$ cat config.mk
export PLATFORM = sky130hd
export DESIGN_NAME = coin_acceptor
export DESIGN_NICKNAME = d
export VERILOG_FILES = /design/src/rtl/coin_pkg.sv /design/src/rtl/coin_sync.sv /design/src/rtl/coin_acceptor.sv
export SDC_FILE = /design/constraint.sdc
export NUM_CORES = 1
export LEC_CHECK = 0
export ABC_AREA = 1
export CAP_MARGIN = 20
export CORE_ASPECT_RATIO = 0.6
export CORE_MARGIN = 4
export CORE_UTILIZATION = 54
export CTS_CLUSTER_DIAMETER = 120
export CTS_CLUSTER_SIZE = 28
export DETAILED_ROUTE_END_ITERATION = 8
export PLACE_DENSITY = 0.86
export SETUP_SLACK_MARGIN = 0.2
export SLEW_MARGIN = 20
export SYNTH_ARGS = -nofsm -noshare
export SYNTH_HDL_FRONTEND = slang
export SYNTH_SLANG_ARGS = --single-unit
$ cat constraint.sdc
create_clock -name clock -period 3.8 [get_ports clock]
set_clock_uncertainty 0.2 [all_clocks]
set_input_delay 0.76 -clock clock [delete_from_list [all_inputs] [get_ports clock]]
set_output_delay 0.76 -clock clock [all_outputs]
set_load 0.01 [all_outputs]
$ cat src/rtl/coin_pkg.sv
// rtl/coin_pkg.sv - shared types, coin values and counter helpers for the coin acceptor
package coin_pkg;

  typedef enum logic [2:0] {
    IDLE,
    QUALIFY,
    HOLD,
    ISSUE,
    RELEASE,
    LOCKOUT
  } state_t;

  typedef enum logic [2:0] {
    NONE,
    NICKEL,
    DIME,
    QUARTER,
    DOLLAR
  } coin_t;

  localparam int unsigned NICKEL_CENTS  = 5;
  localparam int unsigned DIME_CENTS    = 10;
  localparam int unsigned QUARTER_CENTS = 25;
  localparam int unsigned DOLLAR_CENTS  = 100;

  // Line pattern order is {dollar, quarter, dime, nickel}; anything but one hot is NONE.
  function automatic coin_t decode_coin(input logic [3:0] pattern);
    case (pattern)
      4'b0001: return NICKEL;
      4'b0010: return DIME;
      4'b0100: return QUARTER;
      4'b1000: return DOLLAR;
      default: return NONE;
    endcase
  endfunction

  function automatic logic [15:0] sat_inc(input logic [15:0] cnt);
    return (cnt == 16'hFFFF) ? cnt : cnt + 16'd1;
  endfunction

  // True on the cycle that completes `limit` counted cycles (count starts at 0).
  function automatic logic reached(input logic [15:0] cnt, input int unsigned limit);
    return (32'(cnt) + 32'd1) >= limit;
  endfunction

endpackage

$ cat src/rtl/coin_sync.sv
// rtl/coin_sync.sv - parameterized-width two-flop synchronizer with asynchronous reset
module coin_sync #(
  parameter int WIDTH = 4
) (
  input  logic             clock,
  input  logic             reset,
  input  logic [WIDTH-1:0] async_in,
  output logic [WIDTH-1:0] sync_out
);

  logic [WIDTH-1:0] meta;

  always_ff @(posedge clock or posedge reset) begin
    if (reset) begin
      meta     <= '0;
      sync_out <= '0;
    end else begin
      meta     <= async_in;
      sync_out <= meta;
    end
  end

endmodule

$ cat src/rtl/coin_acceptor.sv
// rtl/coin_acceptor.sv - debounced coin slot front end issuing one credit or reject per coin
// Define COIN_JAM_DETECT_EN to enable the sticky slot-jam flag.
module coin_acceptor
  import coin_pkg::*;
#(
  parameter int unsigned DEBOUNCE_CYCLES = 4,
  parameter int unsigned LOCKOUT_CYCLES  = 8,
  parameter int unsigned JAM_CYCLES      = 1024
) (
  input  logic clock,
  input  logic reset,
  input  logic raw_nickel,
  input  logic raw_dime,
  input  logic raw_quarter,
  input  logic raw_dollar,
  input  logic nickel_full,
  input  logic dime_full,
  input  logic quarter_full,
  input  logic dollar_full,
  input  logic busy,
  output logic nickel,
  output logic dime,
  output logic quarter,
  output logic dollar,
  output logic coin_reject,
  output logic jam
);

  state_t      state;
  logic [15:0] count;
  logic [3:0]  pattern;
  logic [3:0]  lines;
  coin_t       coin;
  logic        stack_full;
  logic        jammed;

  coin_sync #(.WIDTH(4)) u_sync (
    .clock    (clock),
    .reset    (reset),
    .async_in ({raw_dollar, raw_quarter, raw_dime, raw_nickel}),
    .sync_out (lines)
  );

  assign coin = decode_coin(pattern);

  always_comb begin
    stack_full = 1'b1;
    case (coin)
      NICKEL:  stack_full = nickel_full;
      DIME:    stack_full = dime_full;
      QUARTER: stack_full = quarter_full;
      DOLLAR:  stack_full = dollar_full;
      default: stack_full = 1'b1;
    endcase
  end

`ifdef COIN_JAM_DETECT_EN
  logic [15:0] jam_count;

  assign jammed = jam | reached(jam_count, JAM_CYCLES);

  always_ff @(posedge clock or posedge reset) begin
    if (reset) begin
      jam       <= 1'b0;
      jam_count <= '0;
    end else if (state == RELEASE) begin
      jam_count <= sat_inc(jam_count);
      if (jammed) jam <= 1'b1;
    end else begin
      jam_count <= '0;
    end
  end
`else
  // No jam detection: the flag is constant low and JAM_CYCLES has no effect.
  assign jammed = 1'b0;
  assign jam    = (JAM_CYCLES == 0) && 1'b0;
`endif

  always_ff @(posedge clock or posedge reset) begin
    if (reset) begin
      state       <= IDLE;
      count       <= '0;
      pattern     <= '0;
      nickel      <= 1'b0;
      dime        <= 1'b0;
      quarter     <= 1'b0;
      dollar      <= 1'b0;
      coin_reject <= 1'b0;
    end else begin
      nickel      <= 1'b0;
      dime        <= 1'b0;
      quarter     <= 1'b0;
      dollar      <= 1'b0;
      coin_reject <= 1'b0;
      case (state)
        IDLE: begin
          if (|lines) begin
            state   <= QUALIFY;
            pattern <= lines;
            count   <= '0;
          end
        end
        QUALIFY: begin
          // A change in the pattern wins over completing the count on the same cycle.
          if (lines != pattern)                    state <= IDLE;
          else if (reached(count, DEBOUNCE_CYCLES)) state <= busy ? HOLD : ISSUE;
          else                                      count <= sat_inc(count);
        end
        HOLD: begin
          if (!busy) state <= ISSUE;
        end
        ISSUE: begin
          if (stack_full) begin
            coin_reject <= 1'b1;
          end else begin
            nickel  <= (coin == NICKEL);
            dime    <= (coin == DIME);
            quarter <= (coin == QUARTER);
            dollar  <= (coin == DOLLAR);
          end
          state <= RELEASE;
          count <= '0;
        end
        RELEASE: begin
          if (|lines) begin
            count <= '0;
          end else if (!jammed && reached(count, DEBOUNCE_CYCLES)) begin
            state <= LOCKOUT;
            count <= '0;
          end else begin
            count <= sat_inc(count);
          end
        end
        LOCKOUT: begin
          if (reached(count, LOCKOUT_CYCLES)) state <= IDLE;
          else                                count <= sat_inc(count);
        end
        default: state <= IDLE;
      endcase
    end
  end

endmodule

# After elaboration in Yosys (flattened, before gate mapping)
# Index checks and enable logic that the tools add are counted.
# Widths: inputs -> output; s select.
# op_classes
n_addsub,2
magnitude_cmp,2
eq_ne,24
muxes,29
n_reduce_logical,6
# ops
operator,count
$mux 16,7
$pmux 16 s5,1
$ge 32x3->1 const B,1
$mux 3,7
$pmux 3 s6,1
$add 16x1->17 const B,1
$ge 17x4->1 const B,1
$add 16x1->16 const B,1
$eq 16x16->1 const B,1
$ne 2x2->1 const B,8
$eq 3x2->1 const B,4
$pmux 3 s4,1
$mux 1,11
$eq 3x3->1 const B,3
$eq 3x1->1 const B,2
$reduce_and 6->1,1
$reduce_and 5->1,1
$reduce_bool 5->1,1
$eq 4x1->1 const B,1
$eq 4x2->1 const B,1
$eq 4x3->1 const B,1
$eq 4x4->1 const B,1
$ne 4x4->1,1
$pmux 1 s4,1
other kinds (4),4
# word_totals
regBits,36
input_bits,11
output_inout_bits,6
word_cells,73

# Logic depth before layout (Yosys ltp)
# logic_depth
depth_word,6
ltp_mapped,16
ltp_nobuf,16

# By module
# Synthesis repeated with hierarchy kept, for this count alone.
# unflattened
cells_unflattened,284
hier_area_um2,2103.3
# modules_own_cells
mod,instances,cells_each,area_per_inst_um2,seq_area_each_um2
coin_acceptor,1,275,1899.3,700.7
coin_sync,1,9,203.9,200.2

# Least setup slack after synthesis
# OpenSTA, ideal clock, no wires.
# synth_timing
kind,reg2reg
from,register count[0]
to,register count[15]
setup_time_ps,116
arrival_ps,1828
required_time_ps,3484
path_slack_ps,1655
path_stages_with_launch,16
n_path_buf,1
period_less_slack_ps,2145
path_cell_list,dfrtp_1 ha_1 nand2_2 nor2_4 nand2_2 nand2_1 nand2_1 nor2_1 nand2_1 nor2_4 nand3_2 nand2_2 nand3_4 inv_4 buf_12 nor2_2
# synth_between
elab_chain_len,5
word_cells_on_any_way,15
classes_between,add/sub: 2; order compare: 2; eq/ne: 3; mux: 7; reduce/logical: 1
# synth_rtl
element,line,text
start: declaration,coin_acceptor.sv:30,logic [15:0] count;
start signal: assignment,coin_acceptor.sv:107,else count <= sat_inc(count);
start signal: assignment,coin_acceptor.sv:131,count <= sat_inc(count);
start signal: assignment,coin_acceptor.sv:136,else count <= sat_inc(count);
$add 16x1->17 (tied with other cells),coin_pkg.sv:43,return (32'(cnt) + 32'd1) >= limit;
$ge 32x3->1 or $mux 16 (tied branches),"coin_pkg.sv:43, coin_pkg.sv:38",
$mux 16 (on tied branches),"coin_acceptor.sv:127, coin_acceptor.sv:106",
$mux 16 (on tied branches),"coin_acceptor.sv:125, coin_acceptor.sv:105",
$pmux 16 s5,coin_acceptor.sv:95,case (state)
# Parallel ways exist; a longest one is shown, timed or not. The select of a mux whose other input is x is not followed.
# A chain may end at the register's enable or synchronous reset.

# Worst setup path after layout
# layout_timing
from,register count[1]
to,register count[1]
# The elaborated chain is that of the path after synthesis.

==> flow_summary.yaml <==
die:
  design.core.area_um2: 3810
  io_pins: 17
  fp.dieW_um: 90.7
  floorplan.initialDensity: 0.582
  row_count: 17
  die_area_um2: 5230
  die_h_um: 57.6
logic_synthesis:
  synth_edf_count: 0
  synth.avg_cell_area_um2: 7.37
  yosys.area.top_type: "dfrtp_1"
  synth_ff_type: "dfrtp_1"
  yosys_warnings: 0
  ys_async_sr_fraction: 1.00
  syn_area_um2: 2220
  yosysTopAreaCellShare: 0.406
  post_synth_num_cell_types: 31
  synth_cells: 301
  syn-num-nets: 315
  synth-seq-cells: 36
  yosysMostFrequentCell: "nand2_1"
  synth_area_leaders: "dfrtp_1 (41%), nand2_1 (16%), inv_1 (6.6%)"
  synth_commonest_cells: "nand2_1 (94), inv_1 (39), dfrtp_1 (36)"
  ys_seq_area_frac: 0.406
finish:
  fin_nets: 336
  diodes: 0
  syn_to_final_growth_pct: 13.5
  drive_gt1_frac: 0.127
route:
  drc: 0
  wl_mm: 4.66
  viasPerCell: 5.09
  drt_iter0_markers: 130
  dr.pass1.iters: 4
  routedWlPerCell_um: 12.6
  dr_total_vias: 1882
  final_antenna_net_count: 0
global_route:
  grt_max_degree: 37
  grt_pass1_vias: 1704
  antenna_found_initial: 0
  grt_pass1_wl_mm: 8.09
  grtUsageTotal: 0.197
  grt-ovfl-total: 0
clocking:
  cts_buffers: 5
  clk_path_buf_depth: 2
  cts_tree: "yes"
  cts_setup_buffers: 0
  clock_latency_ns: 0.29
  cts_root_buffer: "clkbuf_8"
  cts_resized: 0
  cts_hold_buf: 0
  clk_pin_slew_worst_paths_ns: 0.07
  htreeDepth: 2
  cts_num_sinks: 36
power:
  p_leak_nw: 1.20
  p_clk_frac: 0.279
  netSwitchingPower_mw: 0.465
  total_power_mw: 1.21
  intPower_mw: 0.748
  peakVddDrop_mv: 0.348
  p_comb_frac: 0.322
  cellPowerDensity_nw_per_um2: 482
  p_seq_frac: 0.399
  p_sw_frac: 0.384
critical_path:
  critPathTopFamily: "simple AND/OR/NAND/NOR gates"
  crit_top_cell: "nand2_1"
  worstPathArrival_ns: 2.58
  cp_slowest_cell: "dfrtp_1"
  critPathLaunchType: "register"
  path_cells: "ha_1, nand2_2, nor2_4, nand4_1, nand2_1, nand2_1, nor2_1, nand3_1, nand2_2, nand3_4, inv_4, nand2_1, nand2_1"
  required_ns: 3.83
  slowest_delay_ns: 0.43
  crit_path_end_kind: "register"
  worstSetupPathType: "register to register"
  worst-path-buf-inv: 1
  path_max_fanout: 15
sta:
  finalHoldViolations: 0
  max_freq_mhz: 393
  slew_violations: 0
  period_needed_ns: 2.55
  fin_hold_ws_ns: 0.151
  rsz0062_at_grt: "no"
  finalSetupViolations: 0
  finalCritPeriodShare: 0.670
  finalSetupTns_ns: 0
place:
  gp_congestion: 0.901
  dp.final_hpwl_mm: 3.57
  portBuffers: 15
status:
  outcome: "finished clean"
job:
  max_cap_violations: 0
hold_path:
  hold_class: "register to register"
==> state kept, by name (all words and copies together), names as in the netlist <==
register	count
coin_reject	1
count	16
dime	1
dollar	1
nickel	1
pattern	4
quarter	1
state	3
u_sync.meta	4
u_sync.sync_out	4
==> final cells by class <==
cell class              count  area, µm²
clock inverters             3       42.5
inverters                  43        164
repair buffers             16        158
flip-flops and latches     36        901
clock buffers               5       68.8
fillers                   320       1290
multi-input cells         220       1120
well taps                  47       58.8
==> layout by cell type, fill, tap and decap left out, types with 10 or more instances in the layout <==
| master | Yosys | layout |
|---|---|---|
| nand2_1 | 94 | 94 |
| inv_1 | 39 | 39 |
| dfrtp_1 | 36 | 36 |
| nor2_1 | 33 | 33 |
| clkdlybuf4s50_1 | 0 | 15 |
| nand3_1 | 14 | 14 |
| nor2_4 | 12 | 12 |
| nand4_1 | 10 | 10 |
| o21ai_0 | 10 | 10 |
==> power by group through the flow <==
| stage | logic [mW] | clock network (mW) | registers [mW] |
|---|---|---|---|
| global route | 0.440 | 0.367 | 0.493 |
| finish | 0.390 | 0.339 | 0.484 |
| floorplan | 0.341 | 0 | 0.479 |
| CTS | 0.393 | 0.343 | 0.484 |
| detailed placement | 0.390 | 0 | 0.491 |
| global placement | 0.377 | 0 | 0.488 |
==> path summary, 6_finish.rpt <==
path,to,from,cells after the start,slack [ns]
max in group asynchronous,coin_reject$_DFF_PP0_,reset,3,2.41
max,count[1]$_DFFE_PP0P_,count[1]$_DFFE_PP0P_,13,1.25
min reg2reg,u_sync.sync_out[2]$_DFF_PP0_,u_sync.meta[2]$_DFF_PP0_,0,0.15
min in group asynchronous,u_sync.meta[0]$_DFF_PP0_,reset,3,0.68
max reg2reg,count[1]$_DFFE_PP0P_,count[1]$_DFFE_PP0P_,13,1.25
min,u_sync.sync_out[2]$_DFF_PP0_,u_sync.meta[2]$_DFF_PP0_,0,0.15
==> cells by family (layout without fill, tap and decap cells) <==
| logic type | after synthesis | in the layout | share of synthesized area |
|---|---|---|---|
| XOR/XNOR | 5 | 5 | 0.0198 |
| adder cells (fa/ha/maj) | 3 | 3 | 0.0169 |
| AO/OA/AOI/OAI | 22 | 22 | 0.0542 |
| buffers and inverters | 45 | 67 | 0.0863 |
| AND/OR/NAND/NOR | 189 | 189 | 0.415 |
| flip-flops | 36 | 36 | 0.406 |
| other | 1 | 1 | 0.00169 |
==> through the flow <==
step                area [µm²]  cells  utilization  setup WS (ns)
finish                    2520    370        0.661           1.25
global route              2520    370        0.661          0.991
CTS                       2520    370        0.661           1.27
detailed placement        2410    362        0.632           1.29
global placement          2410    362        0.632           1.38
floorplan                 2220    301            -           1.66
==> routing by layer <==
metal,routed length [µm],part of all wire,up-vias,track usage
li1,-,-,974,-
met3,425,0.091,7,0.0584
met1,2350,0.50,841,0.298
met2,1830,0.39,60,0.272
met4,48,0.010,0,0.0545
met5,0,0,-,0
No activity file was read; power rests on OpenSTA's default activity.
